**src/rtl/pll_rst_ctrl.sv**
```systemverilog
// PLL reset sequencer: pulses the PLL reset, qualifies the synchronised lock,
// supervises lock loss and lock timeout, and releases the downstream system reset.
module pll_rst_ctrl #(
    parameter int RST_CYCLES     = 16,
    parameter int LOCK_TIMEOUT   = 4096,
    parameter int STABLE_CYCLES  = 256,
    parameter int RELEASE_CYCLES = 64,
    parameter int MAX_RETRY      = 3,
    parameter int CNT_W          = 16
) (
    input  logic       clk,
    input  logic       rst,
    input  logic       pll_lock,
    input  logic       req_restart,
    output logic       pll_rst,
    output logic       sys_rst,
    output logic       pll_ready,
    output logic       fail,
    output logic [1:0] retry_cnt,
    output logic [7:0] loss_cnt
);

    typedef enum logic [2:0] {
        S_RESET_PLL = 3'd0,
        S_WAIT_LOCK = 3'd1,
        S_STABLE    = 3'd2,
        S_RELEASE   = 3'd3,
        S_RUN       = 3'd4,
        S_FAIL      = 3'd5
    } state_t;

    localparam logic [CNT_W-1:0] CNT_ZERO     = {CNT_W{1'b0}};
    localparam logic [CNT_W-1:0] CNT_ONE      = {{(CNT_W-1){1'b0}}, 1'b1};
    localparam logic [CNT_W-1:0] RST_LAST     = CNT_W'(RST_CYCLES - 1);
    localparam logic [CNT_W-1:0] TIMEOUT_LAST = CNT_W'(LOCK_TIMEOUT - 1);
    localparam logic [CNT_W-1:0] STABLE_LAST  = CNT_W'(STABLE_CYCLES - 1);
    localparam logic [CNT_W-1:0] RELEASE_LAST = CNT_W'(RELEASE_CYCLES - 1);
    localparam logic [1:0]       RETRY_MAX    = 2'(MAX_RETRY);

    // Loss counter saturates rather than wrapping so software sees "many".
    function automatic logic [7:0] sat_inc8(input logic [7:0] value);
        logic [7:0] result;
        if (value == 8'hFF) begin
            result = 8'hFF;
        end else begin
            result = value + 8'd1;
        end
        return result;
    endfunction

    state_t           state_r;
    state_t           state_nxt_s;
    logic [CNT_W-1:0] cnt_r;
    logic [CNT_W-1:0] cnt_nxt_s;
    logic [1:0]       retry_nxt_s;
    logic [7:0]       loss_nxt_s;
    logic             lock_meta_r;
    logic             lock_sync_r;
    logic             pll_rst_nxt_s;
    logic             sys_rst_nxt_s;
    logic             pll_ready_nxt_s;
    logic             fail_nxt_s;

    // Two-flop synchroniser for the asynchronous PLL lock.
    always_ff @(posedge clk) begin
        if (rst) begin
            lock_meta_r <= 1'b0;
            lock_sync_r <= 1'b0;
        end else begin
            lock_meta_r <= pll_lock;
            lock_sync_r <= lock_meta_r;
        end
    end

    // Next-state, counter and status-counter logic; lock drop beats terminal counts.
    always_comb begin
        state_nxt_s = state_r;
        cnt_nxt_s   = cnt_r;
        retry_nxt_s = retry_cnt;
        loss_nxt_s  = loss_cnt;
        if (req_restart) begin
            state_nxt_s = S_RESET_PLL;
            cnt_nxt_s   = CNT_ZERO;
            retry_nxt_s = 2'd0;
        end else begin
            case (state_r)
                S_RESET_PLL: begin
                    if (cnt_r == RST_LAST) begin
                        state_nxt_s = S_WAIT_LOCK;
                        cnt_nxt_s   = CNT_ZERO;
                    end else begin
                        cnt_nxt_s = cnt_r + CNT_ONE;
                    end
                end
                S_WAIT_LOCK: begin
                    if (lock_sync_r) begin
                        state_nxt_s = S_STABLE;
                        cnt_nxt_s   = CNT_ZERO;
                    end else if (cnt_r == TIMEOUT_LAST) begin
                        if (retry_cnt == RETRY_MAX) begin
                            state_nxt_s = S_FAIL;
                        end else begin
                            retry_nxt_s = retry_cnt + 2'd1;
                            state_nxt_s = S_RESET_PLL;
                            cnt_nxt_s   = CNT_ZERO;
                        end
                    end else begin
                        cnt_nxt_s = cnt_r + CNT_ONE;
                    end
                end
                S_STABLE: begin
                    // A drop before qualification is a glitch: requalify without penalty.
                    if (!lock_sync_r) begin
                        state_nxt_s = S_WAIT_LOCK;
                        cnt_nxt_s   = CNT_ZERO;
                    end else if (cnt_r == STABLE_LAST) begin
                        state_nxt_s = S_RELEASE;
                        cnt_nxt_s   = CNT_ZERO;
                    end else begin
                        cnt_nxt_s = cnt_r + CNT_ONE;
                    end
                end
                S_RELEASE: begin
                    if (!lock_sync_r) begin
                        loss_nxt_s  = sat_inc8(loss_cnt);
                        state_nxt_s = S_RESET_PLL;
                        cnt_nxt_s   = CNT_ZERO;
                    end else if (cnt_r == RELEASE_LAST) begin
                        state_nxt_s = S_RUN;
                        cnt_nxt_s   = CNT_ZERO;
                        retry_nxt_s = 2'd0;
                    end else begin
                        cnt_nxt_s = cnt_r + CNT_ONE;
                    end
                end
                S_RUN: begin
                    if (!lock_sync_r) begin
                        loss_nxt_s  = sat_inc8(loss_cnt);
                        state_nxt_s = S_RESET_PLL;
                        cnt_nxt_s   = CNT_ZERO;
                    end else begin
                        cnt_nxt_s = CNT_ZERO;
                    end
                end
                S_FAIL: begin
                    state_nxt_s = S_FAIL;
                end
                default: begin
                    state_nxt_s = S_RESET_PLL;
                    cnt_nxt_s   = CNT_ZERO;
                end
            endcase
        end
    end

    // Output decode from the next state so outputs move on the same edge as the state.
    always_comb begin
        pll_rst_nxt_s   = 1'b1;
        sys_rst_nxt_s   = 1'b1;
        pll_ready_nxt_s = 1'b0;
        fail_nxt_s      = 1'b0;
        case (state_nxt_s)
            S_RESET_PLL: begin
                pll_rst_nxt_s = 1'b1;
            end
            S_WAIT_LOCK, S_STABLE: begin
                pll_rst_nxt_s = 1'b0;
            end
            S_RELEASE: begin
                pll_rst_nxt_s   = 1'b0;
                pll_ready_nxt_s = 1'b1;
            end
            S_RUN: begin
                pll_rst_nxt_s   = 1'b0;
                sys_rst_nxt_s   = 1'b0;
                pll_ready_nxt_s = 1'b1;
            end
            S_FAIL: begin
                pll_rst_nxt_s = 1'b1;
                fail_nxt_s    = 1'b1;
            end
            default: begin
                pll_rst_nxt_s = 1'b1;
            end
        endcase
    end

    // State, counters and registered outputs.
    always_ff @(posedge clk) begin
        if (rst) begin
            state_r   <= S_RESET_PLL;
            cnt_r     <= CNT_ZERO;
            retry_cnt <= 2'd0;
            loss_cnt  <= 8'd0;
            pll_rst   <= 1'b1;
            sys_rst   <= 1'b1;
            pll_ready <= 1'b0;
            fail      <= 1'b0;
        end else begin
            state_r   <= state_nxt_s;
            cnt_r     <= cnt_nxt_s;
            retry_cnt <= retry_nxt_s;
            loss_cnt  <= loss_nxt_s;
            pll_rst   <= pll_rst_nxt_s;
            sys_rst   <= sys_rst_nxt_s;
            pll_ready <= pll_ready_nxt_s;
            fail      <= fail_nxt_s;
        end
    end

endmodule
```
**config.mk**
```make
export PLATFORM = sky130hd
export DESIGN_NAME = pll_rst_ctrl
export DESIGN_NICKNAME = d
export VERILOG_FILES = /design/src/rtl/pll_rst_ctrl.sv
export SDC_FILE = /design/constraint.sdc
export NUM_CORES = 1
export LEC_CHECK = 0
export CAP_MARGIN = 25
export CORE_UTILIZATION = 56
export CTS_CLUSTER_DIAMETER = 50
export DETAILED_ROUTE_END_ITERATION = 8
export GPL_TIMING_DRIVEN = 0
export PLACE_DENSITY_LB_ADDON = 0.1
export SYNTH_ARGS = -nofsm -noshare
export SYNTH_HDL_FRONTEND = slang
export SYNTH_SLANG_ARGS = --single-unit
```
**constraint.sdc**
```tcl
create_clock -name clk -period 2.8 [get_ports clk]
set_clock_uncertainty 0.15 [all_clocks]
set_input_delay 0.42 -clock clk [delete_from_list [all_inputs] [get_ports clk]]
set_output_delay 0.42 -clock clk [all_outputs]
set_load 0.01 [all_outputs]
```
### Word-level counts from Yosys, hierarchy flattened

Cells that the tools add are included.

* flip-flop bits (word level): 35
* output and inout bits: 14
* bits of input ports: 4

* add/sub/neg operators: 3
* reductions and logical operators: 9
* multiplexer cells: 31
* equality and inequality tests: 22
* bitwise logic cells: 3

Operators by type and width (count)
* $mux W16: 8
* $pmux W16 S5: 1
* $mux W3: 10
* $pmux W3 S6: 1
* $add A16 B1 Y16 const B: 1
* $eq A16 B12 Y1 const B: 1
* $eq A16 B4 Y1 const B: 1
* $eq A16 B6 Y1 const B: 1
* $eq A16 B8 Y1 const B: 1
* $eq A3 B2 Y1 const B: 4
* $eq A3 B3 Y1 const B: 4
* $mux W2: 5
* $ne A2 B2 Y1 const B: 5
* $add A8 B1 Y8 const B: 1
* $eq A8 B8 Y1 const B: 1
* $mux W8: 1
* $eq A3 B1 Y1 const B: 2
* $reduce_and A6 Y1: 1
* $reduce_or A2 Y1: 3
* $mux W1: 4
* $ne A4 B4 Y1 const B: 1
* $pmux W2 S2: 1
* $reduce_or A4 Y1: 1
* $logic_not A3 Y1: 1
* 6 further kinds: 8

### Depth between registers and ports, before layout

* depth after elaboration: 9
* gate-level depth with buffers: 8
* depth with buffers taken out: 7

### Worst setup path after synthesis

Ideal clock, no wire load.

* path kind: register to register
* start: register cnt_r[12]
* end: register cnt_r[14]
* arrival: 2.274 ns
* setup slack: 0.254 ns
* cell stages (with the launch flop): 8
* library setup time: 0.122 ns
* cells stage by stage: dfxtp_1 > or4_4 > or4_4 > o21ai_2 > and4_1 > buf_6 > nor3_4 > a221o_1

* cells in the longest elaborated chain, start to end: 4

Ends and longest elaborated chain
* start, declared: RTL line 53 `logic [CNT_W-1:0] cnt_r;`
* start signal, assigned: RTL line 201 `cnt_r <= cnt_nxt_s;`
* $add A16 B1 Y16 (tied with other cells)
* $mux W16, on equally long branches: RTL line 128, 116, 99
* $mux W16, on equally long branches: RTL line 124, 113, 96
* $pmux W16 S5: RTL line 86 `case (state_r)`

Several ways; a longest one is shown, not always the timed one.
A chain may end at the register's enable or synchronous reset.

### Worst setup path after layout

* start: register cnt_r[0]
* end: register cnt_r[3]

The elaborated chain is that of the path after synthesis.

==> metrics <==
drt total wl=between 3000 and 4000 um; Seq/Total Area, Yosys=38.3%; Worst Max-Slew Pin Slew=slightly below 0.8 ns; critical path capture point type=register; Vias=1684; worst-path fanout max=6; Final Hold Violating Endpoints=0; H-tree levels=2; Avg Inst Size Synth=approximately 8.6 um2; Hold Path Class=register to register; Most Crowded Layer GR=met2; Die Area=roughly 3500 um2; Cell Pwr Density=~380 nW/um2; # hold bufs at CTS=0; commonest non-fill, non-tap cells in the layout=34 x dfxtp_1, 27 x nor2_1, 18 x nand2_1; Layout Nets=~240; Slew HR=a little under half; global-route met3 utilization=about 7%; Synth top area share=about two fifths; final worst path period share=a little over nine tenths; Routed Antenna Nets=0; DPL Wire Length=2820 um; #FFs+latches synth=35; Pins Over Slew Limit=0; Crit Path Class=register to register; Core Area=3080 um2; startpoint types=register; clock latency on the worst-skew pair=roughly 0.36 ns; FILL cells=248; Design Area, Final=2130 um2; area delta synth->final=16.3%; average vias per placed instance=around 6.0; Max Cap Violations=0; max incr delay on CP=0.65 ns; leakage power=roughly 0.75 nW; most common cell after layout, fill and taps aside=dfxtp_1; synth top area cells=dfxtp_1 38%, nor2_1 5.5%, nand2_1 3.7%; fraction of registers with async set/reset=0%; Unique masters post-synth=54; drt drc=0; cells along the critical path=ha_1, nand3_1, o41ai_2, or4b_2, a31oi_1, nor4b_1, a211o_1; vias in the first global route=~1500; syn_nets=220; first-pass GRT wire length=between 6000 and 7000 um; maximum number of pins on one net before global-route repair=14; Diodes inserted=0; GR Util All Layers=~25%; Final Util=a little under 70%; Worst path slowest cell=or4b_2; die width=slightly below 60 um; status=finished clean; VDD IR max=roughly 0.00035 V; port bufs=17; Reg area=around 700 um2; Critical Path RT=approximately 3 ns; GR Layer Usage met1=34.2%; setup violators final=0; number of synthesized flops with an enable pin=0; starting density of the core=59.5%; FP Rows=20; CTS tree=built; Worst Path Arrival=2.85 ns; RePlAce Congestion=0.916; clk slew on worst S/H paths=about 0.13 ns; chip height=between 50 and 60 um; pre-CTS WS=~0.14 ns; total chip power=about 0.8 mW; global route total overflow=0; cts bufs inserted=5; Avg WL per Cell=roughly 14 um; Synth area leader=dfxtp_1; synthesized area=~1800 um2; Min Clock Period, post-route=between 2 and 3 ns; Placed Area=2060 um2; DRT Pass-1 Iters=4; Longest Clk Path Bufs=2; M2 GR Usage=between 30% and 40%; I/O Pins=18; Post-Layout Cell Count=between 200 and 300; share of post-route cells with drive strength above 1=between 10% and 20%; First DRT Iteration DRCs=84; Multi-input gate area=~1100 um2; initial antenna violation count=0; Inst Count DP=274; Max Freq=around 370 MHz; setup ws final=between 0.1 and 0.15 ns; Synth warnings=0; reg-to-reg setup timing slack=0.11 ns; synthesized instance count=roughly 210; Root Driver=clkbuf_4; Main synth FF type=dfxtp_1; Clock Sinks=35
-- area by class of cell --
cell class / count / share of cell area (%)
inverter: 4 / 0.705
tap: 44 / 2.59
clock inverter: 3 / 1.18
timing repair buffer: 17 / 8.00
clock buffer: 5 / 1.76
sequential: 35 / 33.0
multi-input combinational: 164 / 49.4
buffer: 10 / 3.35
-- final timing paths --
path,from,to,depth (start not counted)
max,cnt_r[0]$_SDFFE_PP0P_,cnt_r[3]$_SDFFE_PP0P_,7
min,lock_meta_r$_SDFF_PP0_,lock_sync_r$_SDFF_PP0_,1
max reg2reg,cnt_r[0]$_SDFFE_PP0P_,cnt_r[3]$_SDFFE_PP0P_,7
min reg2reg,lock_meta_r$_SDFF_PP0_,lock_sync_r$_SDFF_PP0_,1
-- registers in the layout, indices dropped and copies added (netlist names) --
signal       count
lock_sync_r      1
retry_cnt        2
state_r          3
pll_rst          1
sys_rst          1
pll_ready        1
loss_cnt         8
fail             1
cnt_r           16
lock_meta_r      1
-- cells in the mapped netlist, types with 2 or more instances --
cell and number:
dfxtp_1 35, nor2_1 27, nand2_1 18, nand3_1 13, a21oi_1 9, nand4_1 8
a31oi_1 6, and3_1 6, xnor2_1 6, xor2_1 6, nor3_1 5, nor4_1 5
inv_1 4, nand3b_1 4, a211oi_1 3, buf_6 3, clkbuf_1 3, ha_1 3
nor2b_1 3, nor4b_1 3, or2_2 3, a221o_1 2, a22oi_1 2, and3_2 2
and4_1 2, buf_4 2, nor3b_1 2, or4_4 2
-- critical path: cells and delay by family (launching register included) --
kind | cells | cell delay (ns)
and+or+nand+nor | 3 | 1.16
AOI/OAI and AO/OA | 3 | 0.72
DFF | 1 | 0.37
adders and majority gates | 1 | 0.25
-- cell families after synthesis --
kind of cell | share of synthesized area, %
adder cells (fa/ha/maj) | 2.05
AND/OR/NAND/NOR | 35.6
flip-flops | 38.3
buffers and inverters | 4.65
AO/OA/AOI/OAI | 12.5
multiplexers | 1.16
XOR/XNOR | 5.74
-- metal layers --
layer	vias to the layer above	routed length, um
li1	834	-
met1	792	1850
met2	52	1830
met3	6	234
met4	0	49
met5	-	0
-- power by group --
| part | leakage, nW | switching (mW) | internal (mW) | total [mW] |
|---|---|---|---|---|
| clock | 0.0314 | 0.187 | 0.100 | 0.288 |
| sequential | 0.283 | 0.00282 | 0.500 | 0.503 |
| combinational | 0.437 | 0.0133 | 0.0107 | 0.0240 |
| total | 0.752 | 0.203 | 0.612 | 0.815 |
-- metrics by stage --
stage	hold WS, ns	TNS [ns]
2_1_floorplan	0.264	0
3_3_place_gp	0.266	0
3_5_place_dp	0.299	0
4_1_cts	0.310	0
5_1_grt	0.328	-0.0432
6_report	0.307	0
-- timing repair --
action                                  4_1_cts  5_1_grt
resized for setup                             0        4
setup buffers                                 0        0
endpoints found under the setup margin        0        5
Power figures use the tool's default switching activity.
